File: config.mk
export PLATFORM = sky130hd
export DESIGN_NAME = csa_accum
export DESIGN_NICKNAME = d
export VERILOG_FILES = /design/src/rtl/csa_accum.sv
export SDC_FILE = /design/constraint.sdc
export NUM_CORES = 1
export LEC_CHECK = 0
export ABC_AREA = 0
export CAP_MARGIN = 20
export CORE_MARGIN = 5
export CORE_UTILIZATION = 58
export DETAILED_ROUTE_END_ITERATION = 6
export GPL_ROUTABILITY_DRIVEN = 0
export GPL_TIMING_DRIVEN = 0
export PLACE_DENSITY = 0.82
export RECOVER_POWER = 25
export SYNTH_ARGS = -nofsm -noshare
export SYNTH_HDL_FRONTEND = slang
export SYNTH_SLANG_ARGS = --single-unit
File: constraint.sdc
create_clock -name clk -period 10.9 [get_ports clk]
set_input_delay 2.18 -clock clk [delete_from_list [all_inputs] [get_ports clk]]
set_output_delay 2.18 -clock clk [all_outputs]
set_load 0.01 [all_outputs]
File: src/rtl/csa_accum.sv
// csa_accum: packetised carry-save accumulator.
//
// Each accepted beat folds two unsigned operands into a redundant sum/carry
// pair through two 3:2 compressor levels, so the accumulate loop has no carry
// propagation. The beat flagged in_last ends the packet; the pair is then
// resolved with a single carry-propagate add and the result is offered on a
// valid/ready port until the consumer takes it.
//
// Parameters:
//   WIDTH  operand / accumulator / result width (>= 4)
//   CNT_W  width of the saturating beat counter
//
// Ports:
//   clk, rst              rising-edge clock, asynchronous active-high reset
//   in_valid, in_ready    operand beat handshake (in_ready is registered)
//   ain, bin              unsigned operands, WIDTH bits
//   in_last               final beat of the packet, sampled on transfer
//   out_valid, out_ready  result handshake (out_valid is registered)
//   result                packet sum mod 2^WIDTH
//   cnt                   beats accepted in the packet, saturating
//   ovf                   sticky unsigned overflow of the packet sum
//
// Build option:
//   CSA_ACCUM_OVF_EN  when defined, overflow tracking is built; otherwise
//                     ovf is tied to 0.

module csa_accum #(
    parameter int unsigned WIDTH = 48,
    parameter int unsigned CNT_W = 8
) (
    input  logic             clk,
    input  logic             rst,
    input  logic             in_valid,
    output logic             in_ready,
    input  logic [WIDTH-1:0] ain,
    input  logic [WIDTH-1:0] bin,
    input  logic             in_last,
    output logic             out_valid,
    input  logic             out_ready,
    output logic [WIDTH-1:0] result,
    output logic [CNT_W-1:0] cnt,
    output logic             ovf
);

    typedef enum logic [1:0] {
        ST_ACC     = 2'd0,
        ST_RESOLVE = 2'd1,
        ST_OUT     = 2'd2
    } state_t;

    state_t           state_q, state_d;
    logic [WIDTH-1:0] s_q, s_d;
    logic [WIDTH-1:0] c_q, c_d;
    logic [CNT_W-1:0] cnt_q, cnt_d;
    logic [WIDTH-1:0] result_q, result_d;
    logic             in_ready_q, in_ready_d;
    logic             out_valid_q, out_valid_d;

    logic [WIDTH-1:0] s1, c1, c1_sh, s2, c2;
    logic [WIDTH-1:0] res_sum;
    logic             xfer;

    // in_ready_q is only ever high in ACC, so it alone qualifies a transfer
    assign xfer = in_valid & in_ready_q;

    // Two 3:2 compressor levels: (s,c,ain) then (s1,c1<<1,bin)
    always_comb begin
        s1    = s_q ^ c_q ^ ain;
        c1    = (s_q & c_q) | (s_q & ain) | (c_q & ain);
        c1_sh = c1 << 1;
        s2    = s1 ^ c1_sh ^ bin;
        c2    = (s1 & c1_sh) | (s1 & bin) | (c1_sh & bin);
    end

`ifdef CSA_ACCUM_OVF_EN
    logic ovf_q, ovf_d;
    logic res_carry;

    assign {res_carry, res_sum} = {1'b0, s_q} + {1'b0, c_q};

    // Every bit of weight 2^WIDTH dropped from the redundant pair means the
    // true sum has already reached 2^WIDTH; otherwise the final add decides.
    always_comb begin
        ovf_d = ovf_q;
        case (state_q)
            ST_ACC: begin
                if (xfer && (c1[WIDTH-1] || c2[WIDTH-1])) begin
                    ovf_d = 1'b1;
                end
            end
            ST_RESOLVE: begin
                if (res_carry) begin
                    ovf_d = 1'b1;
                end
            end
            ST_OUT: begin
                if (out_ready) begin
                    ovf_d = 1'b0;
                end
            end
            default: ovf_d = 1'b0;
        endcase
    end

    always_ff @(posedge clk or posedge rst) begin
        if (rst) begin
            ovf_q <= 1'b0;
        end else begin
            ovf_q <= ovf_d;
        end
    end

    assign ovf = ovf_q;
`else
    assign res_sum = s_q + c_q;
    assign ovf     = 1'b0;
`endif

    // Next-state and datapath update
    always_comb begin
        state_d  = state_q;
        s_d      = s_q;
        c_d      = c_q;
        cnt_d    = cnt_q;
        result_d = result_q;

        case (state_q)
            ST_ACC: begin
                if (xfer) begin
                    s_d = s2;
                    c_d = c2 << 1;
                    if (cnt_q != '1) begin
                        cnt_d = cnt_q + CNT_W'(1);
                    end
                    if (in_last) begin
                        state_d = ST_RESOLVE;
                    end
                end
            end
            ST_RESOLVE: begin
                result_d = res_sum;
                state_d  = ST_OUT;
            end
            ST_OUT: begin
                if (out_ready) begin
                    s_d     = '0;
                    c_d     = '0;
                    cnt_d   = '0;
                    state_d = ST_ACC;
                end
            end
            default: begin
                state_d = ST_ACC;
            end
        endcase

        // Handshake flags are registered copies of the next state
        in_ready_d  = (state_d == ST_ACC);
        out_valid_d = (state_d == ST_OUT);
    end

    always_ff @(posedge clk or posedge rst) begin
        if (rst) begin
            state_q     <= ST_ACC;
            s_q         <= '0;
            c_q         <= '0;
            cnt_q       <= '0;
            result_q    <= '0;
            in_ready_q  <= 1'b0;
            out_valid_q <= 1'b0;
        end else begin
            state_q     <= state_d;
            s_q         <= s_d;
            c_q         <= c_d;
            cnt_q       <= cnt_d;
            result_q    <= result_d;
            in_ready_q  <= in_ready_d;
            out_valid_q <= out_valid_d;
        end
    end

    assign in_ready  = in_ready_q;
    assign out_valid = out_valid_q;
    assign result    = result_q;
    assign cnt       = cnt_q;

endmodule

# --- Yosys cells after proc, flatten, opt, wreduce, memory -nomap -nowiden ---
# Cells that the tools add are included.
op_classes:
  n_addsub: 2
  multipliers: 0
  div_mod_pow: 0
  order_cmp: 0
  eq_ne: 7
  shift: 0
  mux: 13
  bitwise: 15
  n_reduce_logical: 5
op_table:
  columns: ["cell", "n"]
  rows:
  - ["$and 47x47->47", 6]
  - ["$pmux 48 s2", 2]
  - ["$xor 48x48->48", 4]
  - ["$or 47x47->47", 4]
  - ["$mux 48", 3]
  - ["$add 48x48->48", 1]
  - ["$mux 8", 3]
  - ["$pmux 8 s2", 1]
  - ["$add 8x1->8 const B", 1]
  - ["$ne 8x8->1 const B", 1]
  - ["$mux 2", 3]
  - ["$ne 2x2->1 const B", 3]
  - ["$pmux 2 s3", 1]
  - ["$eq 2x2->1 const B", 2]
  - ["$logic_not 2->1", 2]
  - ["$reduce_and 4->1", 1]
  - ["$reduce_and 3->1", 1]
  - ["$eq 2x1->1 const B", 1]
  - ["$reduce_bool 2->1", 1]
  - ["$and 1x1->1", 1]
totals:
  regBits: 156
  latch_bits: 0
  ramBits: 0
  rom_bits: 0
  inputBits: 101
  word_cells: 49
  memories: 0

# --- Longest topological paths before layout ---
# Gate-level depths: netlist (run 1).
depth:
  word_depth: 8
  ltp_mapped: 10
  ltp_nobuf: 10

# --- Worst setup path before layout (run 1) ---
# No wires, ideal clock.
synth_timing:
  path_kind: "input port to flip-flop"
  startpoint: "input port ain[10]"
  endpoint: "register s_q[10]"
  setup_time_ns: 0.121
  arrival_ns: 3.339
  setup_slack_ns: 7.440
  cell_stages: 3
  n_path_buf: 0
  path_cell_list: "fa_1 fa_1 a22o_1"
synth_via:
  elab_chain_cells: 5
synth_rtl:
  columns: ["item", "line", "source"]
  rows:
  - ["start, declared", "35", "input logic [WIDTH-1:0] ain,"]
  - ["$xor 48x48->48", "68", "s1 = s_q ^ c_q ^ ain;"]
  - ["$xor 48x48->48 (2 in a row)", "71", "s2 = s1 ^ c1_sh ^ bin;"]
  - ["$mux 48", "129", "if (xfer) begin"]
  - ["$pmux 48 s2", "127", "case (state_q)"]
  - ["end signal, assigned", "165", "s_q <= '0;"]
  - ["end signal, assigned", "173", "s_q <= s_d;"]
  - ["end, declared", "52", "logic [WIDTH-1:0] s_q, s_d;"]
# No other way between the ends. The select of a mux whose other input is x is not followed.
# A chain may end at the register's enable or synchronous reset.

==> results of run 1 <==
cell usage in the layout (no fill, tap or decap), drive strengths merged, types with 7 or more instances in the layout:
cell type      count
nand2             89
o21a               9
o31ai              7
a21o              21
nand4             20
and3               7
ha                49
dfrtp            155
buf               18
fa                93
o211ai            14
nor2              47
a22o              90
or3                8
clkbuf            61
a21oi             60
o21ai             70
nand3             18
clkdlybuf4s50    156
nor3               9
xnor2             22
o21bai             9
inv               23
xor2              16
a211oi            12
flip-flops by register name (all words and copies together) (netlist names):
register / flops
c_q: 47
out_valid: 1
state_q: 2
result: 48
cnt: 8
s_q: 48
in_ready: 1
area by class of cell:
type | count | area [um^2] | area share
Multi-Input combinational cell | 731 | 6160 | 0.478
Inverter | 23 | 87.6 | 0.00680
Timing Repair Buffer | 159 | 1610 | 0.125
Sequential cell | 155 | 3880 | 0.301
Clock buffer | 21 | 460 | 0.0357
Tap cell | 229 | 287 | 0.0222
Clock inverter | 10 | 165 | 0.0128
Buffer | 57 | 235 | 0.0183
power by group:
group	internal, uW	switching [uW]
sequential	822	253
combinational	1030	1250
clock	395	245
logic make-up (layout without fill, tap and decap cells):
family / after synthesis / after routing / share of synthesized area
multiplexers: 2 / 2 / 0.00205
other: 1 / 1 / 0.000361
adder cells (fa/ha/maj): 142 / 142 / 0.238
flip-flops: 155 / 155 / 0.374
buffers and inverters: 80 / 270 / 0.0311
XOR/XNOR: 38 / 38 / 0.0321
AND/OR/NAND/NOR: 229 / 229 / 0.106
AO/OA/AOI/OAI: 319 / 319 / 0.217
per-layer routing:
layer	wire (um)	GRT usage
met1	11900	0.404
met5	0	0
met4	921	0.111
met2	13100	0.442
met3	2050	0.0459
per-stage QoR:
stage                     area, um^2  setup WS (ns)
after CTS                      12900           6.49
after global routing           12900           5.64
after global placement         12300           2.32
final                          12900           6.32
after floorplan                10400           4.54
after detailed placement       12300           6.06
worst min-delay path by stage:
stage / start / end / slack (ns)
after floorplan: s_q[0]$_DFFE_PP0P_ / result[0]$_DFFE_PP0N_ / 0.47
after global placement: result[31]$_DFFE_PP0N_ / result[31]$_DFFE_PP0N_ / 0.46
after detailed placement: result[31]$_DFFE_PP0N_ / result[31]$_DFFE_PP0N_ / 0.47
after CTS: result[31]$_DFFE_PP0N_ / result[31]$_DFFE_PP0N_ / 0.49
after global routing: result[29]$_DFFE_PP0N_ / result[29]$_DFFE_PP0N_ / 0.50
final: result[29]$_DFFE_PP0N_ / result[29]$_DFFE_PP0N_ / 0.48
==> impl_metrics.ini, run 1 <==
[status]
status = finished with violations
violations = capacitance limit, slew limit

[layout]
fin_cells = 1385
fin_util = 0.724
fillers = 1275
area_growth_syn_to_layout_pct = 24.1
drive_above_1_share = 0.0433
n_antenna_cell = 0
fin_nets = 1387

[grt]
grt_remaining_overflow = 0
track_usage = 0.284
antenna_found_initial = 0
grt_pass1_vias = 8807
grt_pass1_wl_mm = 45.8
grt_start_max_net_pins = 86

[worst_setup_path]
crit_family = buffers and inverters
slowest_delay_ns = 1.79
worst_setup_path_start_kind = input port
crit_path_cell_trace = dlygate4sd3_1 -> clkinvlp_2
cp-startpoint = rst
r2r_start = s_q[19]$_DFFE_PP0P_
r2r-end = result[46]$_DFFE_PP0N_
rrSetupSlack_ns = 7.47
r2r_cells = 10
cp_data_required_time_ns = 10.92
path_max_fanout = 71
worst-path-stages = 2
cpMaxStageDelayCell = clkinvlp_2
worst-path-buf-inv = 2
crit_arrival_ns = 4.59
end_kind = async pin
crit_end = c_q[26]$_DFFE_PP0P_
path_class = input port to async pin

[cts]
cts_sinks = 155
numCtsBuffers = 17
cts_setup_buffers = 0
insertion_delay_ns = 0.43
cts_resized = 0
h-tree-depth = 4
cts_tree = yes
cts.path.max_buffers = 2
clock-root-buffer = clkbuf_16
postCtsHoldBufs = 0
clkSlewWorstSetupHoldPaths_ns = 0.06

[yosys]
synth.area.top_cells = dfrtp_1 (37%), fa_1 (18%), a22o_1 (7.6%)
yosys.area.top_type = dfrtp_1
async_reset_ff_frac = 1.00
synth_common_cells = dfrtp_1 (155), fa_1 (93), a22o_1 (90)
synth.avg_cell_area_um2 = 10.7
synth.distinct_cells = 65
yosys_warnings = 0
synth_cells = 966
synth_edf_count = 0
yosysTopAreaCellShare = 0.374
ys_seq_area_frac = 0.374
syn_area_mm2 = 0.0104
yosys_register_bits = 155
synthFlopType = dfrtp_1
post-synth-top-count-cell = dfrtp_1
synth_fp_nets = 1209

[floorplan]
die_h_um = 144
die-area_mm2 = 0.0207
row_count = 49
start_util = 0.584
core_area_mm2 = 0.0178
dieWidth_um = 144
pin_count = 160

[placement]
dp_hpwl_mm = 21.1
io_buffers = 158
place_inst = 1354

[timing]
worst_slew_pin_slew_ns = 3.20
post-route-period-util = 0.420
skew_ns = 0.00999
holdWs_ns = 0.483
slew_headroom = -1.15
fmax_mhz = 218
rsz0062_at_grt = false
fin_setup_tns_ns = 0
period_minus_slack_ns = 4.58
finalSetupViolCount = 0
hold_violations = 0
slew_viol_final = 71

[power_and_ir_drop]
p_leak_uw = 0.00564
power_density_mw_per_mm2 = 310
vdd_ir_drop_max_mv = 0.160
power_uw = 3990

[routing]
postRouteAntennaNets = 0
wl_per_cell_um = 20.2
drc = 0
totalWireLength_mm = 27.9
dr_total_vias = 8472
dr.pass1.iters = 5
via_per_inst = 6.12
drtIter0Drc = 690

[job]
drv_cap = 1

[hold_path]
min_path_cells = 2
min_path_type = register to register
Note: power is estimated with default switching activity, not from simulation.
==> run 2: changes to the inputs <==
--- a/config.mk
+++ b/config.mk
@@ -8,11 +8,11 @@
 export ABC_AREA = 0
 export CAP_MARGIN = 20
 export CORE_MARGIN = 5
-export CORE_UTILIZATION = 58
+export CORE_UTILIZATION = 55
 export DETAILED_ROUTE_END_ITERATION = 6
 export GPL_ROUTABILITY_DRIVEN = 0
 export GPL_TIMING_DRIVEN = 0
-export PLACE_DENSITY = 0.82
+export PLACE_DENSITY = 0.78
 export RECOVER_POWER = 25
 export SYNTH_ARGS = -nofsm -noshare
 export SYNTH_HDL_FRONTEND = slang
==> constraint.sdc (replaced) <==
create_clock -name clk -period 4.7 [get_ports clk]
set_input_delay 0.94 -clock clk [delete_from_list [all_inputs] [get_ports clk]]
set_output_delay 0.94 -clock clk [all_outputs]
set_load 0.01 [all_outputs]
==> run 2 against run 1 <==
  * The flow still finishes with violations (capacitance limit, slew limit)
  * Final cell count is 0.65% higher
  * Clock power is 140% higher
  * Sequential share of layout area is 0.19 points lower
  * Power is 130% higher
  * First-iteration DRC count is 18% lower
  * Cell area is 0.64% higher
  * Core utilization is 2.9 points lower
  * Clock-buffer cell count is 2 lower
  * Clock skew is 0.0019 ns lower
  * Critical path depth is 1 higher
  * Critical path type unchanged
==> impl_metrics.ini, run 2 (synthesis results as in run 1) <==
[worst_setup_path]
rrSetupSlack_ns = 1.46
r2r_cells = 10
worst_setup_path_start_kind = input port
end_kind = async pin
path_max_fanout = 40
crit_arrival_ns = 3.46
path_class = input port to async pin
cp_data_required_time_ns = 4.79

[layout]
n_antenna_cell = 0
layout_common_cells = clkdlybuf4s50_1 (157), dfrtp_1 (155), fa_1 (93)
area_growth_syn_to_layout_pct = 24.9
layout_commonest_cell = clkdlybuf4s50_1
drive_above_1_share = 0.0500
fin_nets = 1390

[timing]
post-route-period-util = 0.716
rsz0062_at_grt = false
fin_setup_tns_ns = 0
hold_violations = 0
finalSetupViolCount = 0
skew_ns = 0.00813
fmax_mhz = 297
slew_viol_final = 66
worst_slew_pin_slew_ns = 2.16
layout_setup_ws_ns = 1.34
period_minus_slack_ns = 3.36
slew_headroom = -0.440

[cts]
cts_tree = yes
cts_sinks = 155
clock-root-buffer = clkbuf_16
clkSlewWorstSetupHoldPaths_ns = 0.06
postCtsHoldBufs = 0
numCtsBuffers = 17
h-tree-depth = 4
cts_resized = 0
insertion_delay_ns = 0.43
cts_setup_buffers = 0
cts.path.max_buffers = 2

[power_and_ir_drop]
vdd_ir_drop_max_mv = 0.316
p_leak_uw = 0.00567
power_density_mw_per_mm2 = 718

[floorplan]
dieWidth_um = 147
pin_count = 160
die_h_um = 147
core_area_mm2 = 0.0186
start_util = 0.557
die-area_mm2 = 0.0217
row_count = 50

[grt]
antenna_found_initial = 0
met2_usage = 0.408
grt_remaining_overflow = 0
track_usage = 0.262
grt_pass1_vias = 8665
grt_start_max_net_pins = 41
gr-usage-met1 = 0.367
use_met3 = 0.0579
grt_pass1_wl_mm = 45.3
top_usage_layer = met2

[hold_path]
min_path_type = register to register
min_path_cells = 2

[routing]
wl_per_cell_um = 19.9
postRouteAntennaNets = 0
dr.pass1.iters = 5
drc = 0
dr_total_vias = 8442
via_per_inst = 6.06
drtIter0Drc = 567
totalWireLength_mm = 27.7

[status]
status = finished with violations
violations = capacitance limit, slew limit

[placement]
dpl_worst_slack_ns = 1.07
dp_hpwl_mm = 21.4
io_buffers = 158

[job]
drv_cap = 2
-- run 2: changes by cell type in the layout (fill, tap and decap cells not counted), sizes merged --
cell | before | now
buf | 18 | 20
bufinv | 4 | 5
clkbuf | 61 | 60
clkdlybuf4s50 | 156 | 157
clkinvlp | 4 | 5
dlygate4sd3 | 2 | 1
inv | 23 | 24
-- run 2: report_power, final --
part | internal [uW] | switching (uW) | total, uW
Clock | 962 | 581 | 1540
Sequential | 1910 | 582 | 2490
Combinational | 2400 | 2870 | 5280
Total | 5270 | 4030 | 9310
-- run 2: worst max-delay path, cell delays in order --
cell and delay, ns:
dlygate4sd3_1 0.54, clkinvlp_2 0.36, clkbuf_1 1.58
-- run 2: per-stage QoR --
step                hold slack, ns  area (um^2)  cells  total power [uW]  utilization
floorplan                    0.466        10400    966              6000            -
global placement             0.460        12300   1358              7530        0.658
detailed placement           0.467        12300   1362              7720        0.662
CTS                          0.481        13000   1394              9320        0.697
global route                 0.507        13000   1394             10100        0.695
finish                       0.478        13000   1394              9310        0.695
-- run 2: layout make-up --
type	count	area, um^2
multi-input combinational	731	6180
inverter	23	87.6
clock buffer	19	443
buffer	57	236
sequential	155	3880
tap	234	293
clock inverter	13	215
fill	1422	5680
timing repair buffer	162	1630
-- run 2: path summary, 6_finish.rpt --
kind                                        startpoint                      to
max in group clk                    s_q[1]$_DFFE_PP0P_  result[45]$_DFFE_PP0N_
worst min-delay path            result[29]$_DFFE_PP0N_  result[29]$_DFFE_PP0N_
worst min register to register  result[29]$_DFFE_PP0N_  result[29]$_DFFE_PP0N_
worst max register to register      s_q[1]$_DFFE_PP0P_  result[45]$_DFFE_PP0N_
worst max-delay path                               rst  result[18]$_DFFE_PP0N_
min in group asynchronous                          rst     s_q[40]$_DFFE_PP0P_
-- run 2: layer usage --
metal,wire length (um),share of wire
met3,1960,0.071
met1,12100,0.44
met4,727,0.026
met2,13000,0.47
met5,0,0
==> run 3: changes to the inputs <==
==> constraint.sdc (replaced) <==
create_clock -name clk -period 3.1 [get_ports clk]
set_input_delay 0.62 -clock clk [delete_from_list [all_inputs] [get_ports clk]]
set_output_delay 0.62 -clock clk [all_outputs]
set_load 0.01 [all_outputs]
==> run 3 against run 2 <==
  * Worst setup slack lost 1.2 ns
  * The flow still finishes with violations (capacitance limit, slew limit)
  * Power grew 53%
  * Global-route usage is the same
  * Clock power grew 52%
  * Register-to-register slack lost 1.4 ns
  * Sequential cell count is the same
  * Sequential power grew 51%
  * Non-clock buffer count grew 1
  * Final cell count is essentially flat
  * Sequential share of layout area shrank 0.15 points
==> impl_metrics.ini, run 3 (synthesis results as in run 1) <==
[routing]
drtIter0Drc = 583
totalWireLength_mm = 27.8
drc = 0
wl_per_cell_um = 19.9
dr_total_vias = 8473
dr.pass1.iters = 5
via_per_inst = 6.07
postRouteAntennaNets = 0

[placement]
place_inst = 1362
io_buffers = 158
dp_hpwl_mm = 21.4
dpl-instance-area_mm2 = 0.0123
dpl_worst_slack_ns = -0.213

[floorplan]
core_area_mm2 = 0.0186
dieWidth_um = 147
pin_count = 160
row_count = 50
start_util = 0.557
die-area_mm2 = 0.0217
die_h_um = 147

[worst_setup_path]
path_class = register to register
path_max_fanout = 4
end_kind = register
crit_arrival_ns = 3.35
worst_setup_path_start_kind = register
cp_data_required_time_ns = 3.44

[timing]
fmax_mhz = 332
rsz0062_at_grt = false
slew_viol_final = 25
period_minus_slack_ns = 3.01
skew_ns = 0.00779
post-route-period-util = 0.971
fin_setup_tns_ns = 0
slew_headroom = -0.0854
layout_setup_ws_ns = 0.0910
finalSetupViolCount = 0
hold_violations = 0
worst_slew_pin_slew_ns = 1.63

[power_and_ir_drop]
power_density_mw_per_mm2 = 1090
vdd_ir_drop_max_mv = 0.481
p_leak_uw = 0.00568

[layout]
layout_commonest_cell = clkdlybuf4s50_1
area_growth_syn_to_layout_pct = 25.5
layout_common_cells = clkdlybuf4s50_1 (157), dfrtp_1 (155), fa_1 (92)
drive_above_1_share = 0.0568
fin_area_mm2 = 0.0130
fin_cells = 1395
fin_nets = 1391
n_antenna_cell = 0

[grt]
grt_remaining_overflow = 0
antenna_found_initial = 0
track_usage = 0.262
grt_pass1_vias = 8663
grt_pass1_wl_mm = 45.3
grt_start_max_net_pins = 41

[cts]
clock-root-buffer = clkbuf_16
clkSlewWorstSetupHoldPaths_ns = 0.06
postCtsHoldBufs = 0
h-tree-depth = 4
cts_tree = yes
numCtsBuffers = 17
cts_sinks = 155
insertion_delay_ns = 0.43
cts.path.max_buffers = 2

[status]
status = finished with violations
violations = capacitance limit, slew limit

[hold_path]
min_path_type = register to register

[job]
drv_cap = 1
[run 3: metrics by stage]
stage	utilization	total power, uW	hold slack (ns)
after CTS	0.697	14100	0.481
after global placement	0.658	11400	0.460
after global routing	0.699	15400	0.507
after detailed placement	0.662	11700	0.467
final	0.699	14200	0.478
after floorplan	-	9100	0.466
[run 3: routing by layer]
layer / track usage / part of all wire
met5: 0 / 0
met4: 0.0913 / 0.026
met3: 0.0579 / 0.071
met2: 0.408 / 0.47
met1: 0.368 / 0.43
[run 3: layout make-up]
type,count,area [um^2]
clock buffers,19,443
well taps,234,293
multi-input cells,731,6240
flip-flops and latches,155,3880
repair buffers,163,1640
inverters,23,87.6
plain buffers,57,236
fillers,1407,5610
clock inverters,13,215
[run 3: path summary, 6_finish.rpt]
path	start	to	slack, ns	cells past startpoint
min	result[29]$_DFFE_PP0N_	result[29]$_DFFE_PP0N_	0.48	2
min in group asynchronous	rst	s_q[40]$_DFFE_PP0P_	0.66	2
min reg2reg	result[29]$_DFFE_PP0N_	result[29]$_DFFE_PP0N_	0.48	2
max	s_q[1]$_DFFE_PP0P_	result[45]$_DFFE_PP0N_	0.09	10
max reg2reg	s_q[1]$_DFFE_PP0P_	result[45]$_DFFE_PP0N_	0.09	10
max in group asynchronous	rst	result[42]$_DFFE_PP0N_	0.58	3
[run 3: report_power, final]
group	switching [uW]	internal, uW
sequential	883	2890
combinational	4410	3690
clock	884	1460
total	6180	8040
[run 3: worst max-delay path, cell delays in order, from the launching register on]
cell	delay, ns
dfrtp_1	0.42
ha_2	0.23
fa_2	0.40
a211oi_4	0.31
o21bai_4	0.13
a2111oi_4	0.40
o21a_2	0.25
a31o_2	0.23
a41oi_4	0.16
a211o_1	0.29
o211ai_1	0.09
[run 3: timing repair]
item,4_1_cts,5_1_grt
gates resized for setup,2,9
buffers inserted,0,1
setup endpoints to repair,4,8
pin swaps,2,3
